`config.mk`:
```
export PLATFORM = sky130hd
export DESIGN_NAME = multicycle_control
export DESIGN_NICKNAME = d
export VERILOG_FILES = /design/src/rtl/multicycle_control.sv
export SDC_FILE = /design/constraint.sdc
export NUM_CORES = 1
export LEC_CHECK = 0
export CAP_MARGIN = 25
export CORE_MARGIN = 8
export CORE_UTILIZATION = 44
export CTS_BUF_LIST = sky130_fd_sc_hd__clkbuf_4 sky130_fd_sc_hd__clkbuf_8 sky130_fd_sc_hd__clkbuf_16
export DETAILED_ROUTE_END_ITERATION = 7
export PLACE_DENSITY_LB_ADDON = 0.05
export SYNTH_ARGS = -nofsm -noshare
export SYNTH_HDL_FRONTEND = slang
export SYNTH_SLANG_ARGS = --single-unit
```
`constraint.sdc`:
```
create_clock -name clk -period 1.6 [get_ports clk]
set_input_delay 0.32 -clock clk [delete_from_list [all_inputs] [get_ports clk]]
set_output_delay 0.32 -clock clk [all_outputs]
set_load 0.02 [all_outputs]
```
`src/rtl/multicycle_control.sv`:
```
// Moore control FSM for a multi-cycle MIPS datapath (R, lw, sw, beq, bne, j, addi).
// Ports: clk, reset (sync, active-high), opcode, mem_ready in; datapath strobes,
// mux selects, debug state and retired-instruction counter out.
// Build option: define MULTICYCLE_ILLEGAL_TRAP_EN to trap unsupported opcodes in HALT.
module multicycle_control #(
    parameter int CNT_W = 32
) (
    input  logic             clk,
    input  logic             reset,
    input  logic [5:0]       opcode,
    input  logic             mem_ready,
    output logic             PCWrite,
    output logic             PCWriteCond,
    output logic             PCWriteCondNe,
    output logic             IorD,
    output logic             MemRead,
    output logic             MemWrite,
    output logic             IRWrite,
    output logic             MemtoReg,
    output logic             RegDst,
    output logic             RegWrite,
    output logic             ALUSrcA,
    output logic [1:0]       ALUSrcB,
    output logic [1:0]       ALUOp,
    output logic [1:0]       PCSource,
    output logic [3:0]       state,
    output logic [CNT_W-1:0] retired
);

    localparam logic [3:0] S_FETCH     = 4'd0;
    localparam logic [3:0] S_DECODE    = 4'd1;
    localparam logic [3:0] S_MEM_ADDR  = 4'd2;
    localparam logic [3:0] S_MEM_READ  = 4'd3;
    localparam logic [3:0] S_MEM_WB    = 4'd4;
    localparam logic [3:0] S_MEM_WRITE = 4'd5;
    localparam logic [3:0] S_R_EXEC    = 4'd6;
    localparam logic [3:0] S_R_WB      = 4'd7;
    localparam logic [3:0] S_BRANCH    = 4'd8;
    localparam logic [3:0] S_JUMP      = 4'd9;
    localparam logic [3:0] S_I_EXEC    = 4'd10;
    localparam logic [3:0] S_I_WB      = 4'd11;
    localparam logic [3:0] S_HALT      = 4'd12;

    localparam logic [5:0] OP_R    = 6'h00;
    localparam logic [5:0] OP_J    = 6'h02;
    localparam logic [5:0] OP_BEQ  = 6'h04;
    localparam logic [5:0] OP_BNE  = 6'h05;
    localparam logic [5:0] OP_ADDI = 6'h08;
    localparam logic [5:0] OP_LW   = 6'h23;
    localparam logic [5:0] OP_SW   = 6'h2B;

    logic [3:0]       state_q, state_d;
    logic [CNT_W-1:0] retired_q, retired_d;
    logic             retire;

    always_comb begin
        state_d = state_q;
        retire  = 1'b0;
        case (state_q)
            S_FETCH:     if (mem_ready) state_d = S_DECODE;
            S_DECODE: begin
                case (opcode)
                    OP_R:          state_d = S_R_EXEC;
                    OP_LW, OP_SW:  state_d = S_MEM_ADDR;
                    OP_BEQ, OP_BNE: state_d = S_BRANCH;
                    OP_J:          state_d = S_JUMP;
                    OP_ADDI:       state_d = S_I_EXEC;
`ifdef MULTICYCLE_ILLEGAL_TRAP_EN
                    default:       state_d = S_HALT;
`else
                    // Unsupported opcode is dropped as a NOP, not retired.
                    default:       state_d = S_FETCH;
`endif
                endcase
            end
            S_MEM_ADDR:  state_d = (opcode == OP_SW) ? S_MEM_WRITE : S_MEM_READ;
            S_MEM_READ:  if (mem_ready) state_d = S_MEM_WB;
            S_MEM_WB:    begin state_d = S_FETCH; retire = 1'b1; end
            S_MEM_WRITE: if (mem_ready) begin state_d = S_FETCH; retire = 1'b1; end
            S_R_EXEC:    state_d = S_R_WB;
            S_R_WB:      begin state_d = S_FETCH; retire = 1'b1; end
            S_BRANCH:    begin state_d = S_FETCH; retire = 1'b1; end
            S_JUMP:      begin state_d = S_FETCH; retire = 1'b1; end
            S_I_EXEC:    state_d = S_I_WB;
            S_I_WB:      begin state_d = S_FETCH; retire = 1'b1; end
`ifdef MULTICYCLE_ILLEGAL_TRAP_EN
            S_HALT:      state_d = S_HALT;
`endif
            default:     state_d = S_FETCH;
        endcase
        retired_d = retire ? retired_q + CNT_W'(1) : retired_q;
    end

    always_ff @(posedge clk) begin
        if (reset) begin
            state_q   <= S_FETCH;
            retired_q <= '0;
        end else begin
            state_q   <= state_d;
            retired_q <= retired_d;
        end
    end

    always_comb begin
        PCWrite       = 1'b0;
        PCWriteCond   = 1'b0;
        PCWriteCondNe = 1'b0;
        IorD          = 1'b0;
        MemRead       = 1'b0;
        MemWrite      = 1'b0;
        IRWrite       = 1'b0;
        MemtoReg      = 1'b0;
        RegDst        = 1'b0;
        RegWrite      = 1'b0;
        ALUSrcA       = 1'b0;
        ALUSrcB       = 2'b00;
        ALUOp         = 2'b00;
        PCSource      = 2'b00;
        case (state_q)
            S_FETCH: begin
                MemRead = 1'b1;
                ALUSrcB = 2'b01;
                // IR and PC only latch once the fetch actually completes.
                IRWrite = mem_ready;
                PCWrite = mem_ready;
            end
            S_DECODE:    ALUSrcB = 2'b11;
            S_MEM_ADDR:  begin ALUSrcA = 1'b1; ALUSrcB = 2'b10; end
            S_MEM_READ:  begin MemRead = 1'b1; IorD = 1'b1; end
            S_MEM_WB:    begin RegWrite = 1'b1; MemtoReg = 1'b1; end
            S_MEM_WRITE: begin MemWrite = 1'b1; IorD = 1'b1; end
            S_R_EXEC:    begin ALUSrcA = 1'b1; ALUOp = 2'b10; end
            S_R_WB:      begin RegWrite = 1'b1; RegDst = 1'b1; end
            S_BRANCH: begin
                ALUSrcA       = 1'b1;
                ALUOp         = 2'b01;
                PCSource      = 2'b01;
                PCWriteCond   = (opcode == OP_BEQ);
                PCWriteCondNe = (opcode == OP_BNE);
            end
            S_JUMP:      begin PCWrite = 1'b1; PCSource = 2'b10; end
            S_I_EXEC:    begin ALUSrcA = 1'b1; ALUSrcB = 2'b10; end
            S_I_WB:      RegWrite = 1'b1;
            default: ;
        endcase
    end

    assign state   = state_q;
    assign retired = retired_q;

endmodule

```
# After elaboration in Yosys (flattened, before gate mapping)
# Cells that the tools add are included.
# W data, S select, Z words.
# op_classes
add_sub_neg	1
n_eq_ne	20
n_mux	22
n_reduce_logical	11
# ops
op	n
$add A32 B1 Y32 const B	1
$pmux W4 S7	1
$pmux W4 S5	1
$eq A4 B3 Y1 const B	4
$eq A4 B4 Y1 const B	4
$eq A6 B3 Y1 const B	2
$eq A6 B6 Y1 const B	2
$mux W4	3
$mux W1	11
$reduce_or A2 Y1	5
$eq A4 B2 Y1 const B	2
$pmux W2 S2	2
$eq A6 B2 Y1 const B	1
$eq A6 B4 Y1 const B	1
$logic_not A6 Y1	1
$ne A2 B2 Y1 const B	3
$pmux W2 S3	1
$reduce_or A5 Y1	1
$eq A4 B1 Y1 const B	1
$logic_not A4 Y1	1
$pmux W1 S2	2
$reduce_or A4 Y1	1
$mux W3	1
$reduce_and A3 Y1	1
$reduce_or A3 Y1	1
# totals
regBits	36
inputBits	9
output_inout_bits	53
wordCells	56

# Depth between registers and ports, before layout
# logic_depth
depth_word	4
depth_mapped	7
depth_no_buf	5

# Worst setup path after synthesis
# Ideal clock, no wire load.
# synth_timing
path_type	register to output
startpoint	reg state_q[2] (netlist: state[2])
endpoint	out PCWriteCond
arrival_time_ns	1.760
t_required_ns	1.280
path_slack_ns	-0.480
path_stages_with_launch	6
n_path_buf	1
cell_sequence	dfxtp_1 clkbuf_2 nand2b_1 nor3_1 nand3_1 nor2_1
# synth_via
elab_chain_len	2
# synth_lines
element	line_no	text
start, declared	52	logic [3:0] state_q, state_d;
start signal, assigned	99	state_q <= state_d;
$eq A4 B4 Y1	119	case (state_q)
$mux W1	119	
end, declared	13	output logic PCWriteCond,
# No other way between the ends.

# Worst setup path after layout
# layout_timing
startpoint	reg state_q[2] (netlist: state[2])
endpoint	reg retired_q[19] (netlist: retired[19])
# layout_via
elab_chain_len	3
elab_cells_between_ends	8
cone_classes	eq/ne: 6; mux: 1; reduce/logical: 1
# layout_lines
element	line_no	text
$eq A4 B4 Y1 / $eq A4 B3 Y1 (equally long branches)	59	case (state_q)
$reduce_or A5 Y1 (no line)	n/a	
$pmux W1 S2 *	59	
end signal, assigned	100	retired_q <= retired_d;
end, declared	53	logic [CNT_W-1:0] retired_q, retired_d;
# Mark *: on every way between the ends. The rest lies on a longest branch, timed or not.
# A chain may end at the register's enable or synchronous reset.

==> summary.txt <==
STA
  – F_max: 0.538 GHz
  – Min cycle time layout: 1.86 ns
  – Final setup margin: -0.259 ns
  – Final Slew Violations: 0
  – Relative max-transition margin: 0.771
  – Final Hold Slack: 0.512 ns
  – RSZ-0062 raised after global routing: yes
  – Worst-Margin Slew: 0.341 ns
  – Setup-failing EPs final: 48
  – Fin. Hold Viols: 0
  – Tcrit/Tclk final: 1.16
  – Skew final: 0.00811 ns

Logic synthesis
  – Mapped cell area: 2280 sq um
  – #FFs+latches synth: 36
  – Cells after Synth: 290
  – Yosys warnings: 0
  – Most used DFF post-synth: dfxtp_1
  – Sequential share of the synthesized area: 0.316
  – Syn_nets: 300
  – Cell variety after synth: 45
  – Ys async rst share: 0
  – Mean post-synth cell area: 7.87 sq um
  – Post-synth EDFFs: 0

Hold path
  – Worst hold-check path type: flip-flop to flip-flop
  – Min-delay src: retired[8]
  – Hold depth: 2
  – Hold Path End: retired[8]

Global routing
  – First-pass GRT wire length: 14.8 mm
  – Initial antenna violation count: 0
  – Vias in the first global route: 3071
  – Congestion Overflow GR: 0
  – GR Util All Layers: 0.237
  – Largest net degree at the start of global routing: 39

Run status
  – Run status: finished with violations
  – Failing checks: negative setup slack

Job
  – Max cap viols: 0

Critical path
  – WS Path Type: flip-flop to flip-flop
  – CP Max Fanout: 8
  – Critical path endpoint category: flip-flop
  – CP arrival: 2.09 ns
  – Reg2reg start: state[2]
  – Crit path largest cell delay: 0.52 ns
  – CP required: 1.83 ns
  – Slowest CP cell: or4_1
  – Critical path, cell by cell: buf_4 -> nand2_4 -> o2111ai_4 -> buf_6 -> buf_16 -> or4_1 -> a21oi_1
  – Reg2Reg Setup Slack: -0.26 ns
  – Reg-to-Reg End: retired[19]
  – Reg2Reg Depth: 7
  – Startpoint types: flip-flop

Layout
  – # nets final: 458
  – Ant. Diodes: 0
  – Most frequent cells in the layout: buf_4 (84), buf_6 (38), dlygate4sd2_1 (38), nor2_1 (21), a21oi_1 (20)
  – P&R area growth vs syn: 91.3%
  – Most common cell after layout, fill and taps aside: buf_4
  – Share of layout cells above drive strength 1: 0.517
  – Non-Filler Instances: 519

Power
  – Pleak: 1.98 nW
  – P per Cell Area: 419 nW/um^2
  – Peak supply drop: 358 uV
  – Tot Pwr: 1.83 mW

Clock network
  – Hold buffer count at CTS: 0
  – Clk buf depth: 2
  – CTS tree: yes
  – Clk_lat worst skew: 0.30 ns
  – Clock transition at path regs: 0.08 ns
  – Depth of the CTS H-tree: 2
  – CTS sink count: 36
  – Clk root buf: clkbuf_8
  – Cts bufs inserted: 5

Floorplanning
  – Initial Util: 0.450
  – Die area: 7750 sq um
  – I/O Pins: 62
  – Rows: 26
  – Area of the core: 5070 sq um
  – Die W: 88.0 um
  – Die Span Y: 88.0 um

Placement
  – DP Cell Count: 481
  – Detail Placement HPWL: 5.76 mm
  – Port bufs: 61
  – Routability congestion estimate: 0.815

Drt
  – Antenna Nets Post-Route: 0
  – Routed len/inst: 19.8 um
  – Vias per cell: 6.08
  – Vias after detailed routing: 3155
  – Routed WL: 10.3 mm
  – DRT iter0 DRCs: 352
  – Residual DRC: 0
  – Detailed Routing Iterations Pass 1: 5
-- Yosys cell counts, types with 2 or more instances --
cell       n  area share
nor2_1    29       0.048
o32ai_1    2      0.0077
nand2_1   19       0.031
or2_2      2      0.0055
a21oi_1   26       0.057
and3_1     8       0.022
mux2_2    10       0.049
buf_2      4      0.0088
nand4_1   15       0.041
nor2b_1   13       0.036
dfxtp_1   36        0.32
o21ai_0    5       0.011
o31ai_1   17       0.056
clkbuf_1   7       0.012
or3_1      4       0.011
o41ai_1    2      0.0077
and4_1     6       0.023
or4b_1     2      0.0088
inv_1      5      0.0082
nand2b_1   5       0.014
nor4_1    11       0.030
buf_6      4       0.020
nor3_1     8       0.018
or4_1     15       0.049
nand3_1   10       0.022
and2_1     3      0.0082
mux2i_1    2      0.0088
buf_1      3      0.0049
-- cells by family (layout without fill, tap and decap cells) --
family | after synthesis | count (layout) | share of synthesized area
multiplexers | 13 | 13 | 0.0630
adder cells (fa/ha/maj) | 1 | 1 | 0.00548
AND/OR/NAND/NOR | 156 | 156 | 0.389
XOR/XNOR | 2 | 2 | 0.00767
AO/OA/AOI/OAI | 57 | 57 | 0.161
buffers and inverters | 25 | 184 | 0.0586
flip-flops | 36 | 36 | 0.316
-- how the worst max path moves through the flow --
stage               cells after the start       from       endpoint  slack [ns]
finish                                  7   state[2]    retired[19]       -0.26
global route                            6   state[0]  PCWriteCondNe       -0.31
CTS                                     6   state[1]    retired[31]       -0.24
detailed placement                      6  opcode[1]  PCWriteCondNe       -0.78
global placement                        6  opcode[1]  PCWriteCondNe       -0.75
floorplan                               5   state[3]     retired[7]       -0.08
-- through the flow --
| step | utilization | setup WS (ns) | setup TNS, ns | area (sq um) |
|---|---|---|---|---|
| after floorplan | - | -0.0778 | -0.929 | 2520 |
| after global placement | 0.728 | -0.754 | -19.88 | 3700 |
| after detailed placement | 0.728 | -0.779 | -20.30 | 3700 |
| after CTS | 0.814 | -0.240 | -6.31 | 4130 |
| after global routing | 0.861 | -0.309 | -9.55 | 4370 |
| final | 0.861 | -0.259 | -7.76 | 4370 |
-- registers in the layout, indices dropped and copies added, names as in the netlist --
register and flops:
retired 32, state 4
-- critical path, delay by kind of cell, from the launching register on --
family	cells	cell delay, ns
and+or+nand+nor	2	0.60
buffers and inverters	3	0.50
DFF	1	0.37
AOI/OAI and AO/OA	2	0.31
-- area by class of cell --
cell class / instances / area, sq um
clock inverter: 1 / 5.00
tap: 70 / 87.6
multi-input combinational: 229 / 1850
sequential: 36 / 787
fill: 260 / 706
inverter: 5 / 18.8
clock buffer: 7 / 83.8
timing repair buffer: 171 / 1540
-- layer usage --
layer,vias up,part of all wire,track usage
met4,0,0.038,0.0983
met1,1515,0.39,0.274
met2,184,0.50,0.419
met3,42,0.067,0.0432
li1,1414,-,-
met5,-,0,0
-- power by group --
part,leakage [nW],internal (mW),switching [mW]
logic,1.62,0.118,0.140
registers,0.305,0.872,0.00624
clock network,0.0491,0.340,0.353
total,1.98,1.33,0.499
-- repair_timing --
action | CTS | global route
resized for setup | 176 | 57
pin swaps | 19 | 24
gates cloned | 3 | 0
buffers inserted | 21 | 8
setup endpoints to repair | 83 | 54
(Power assumes the default switching activity.)
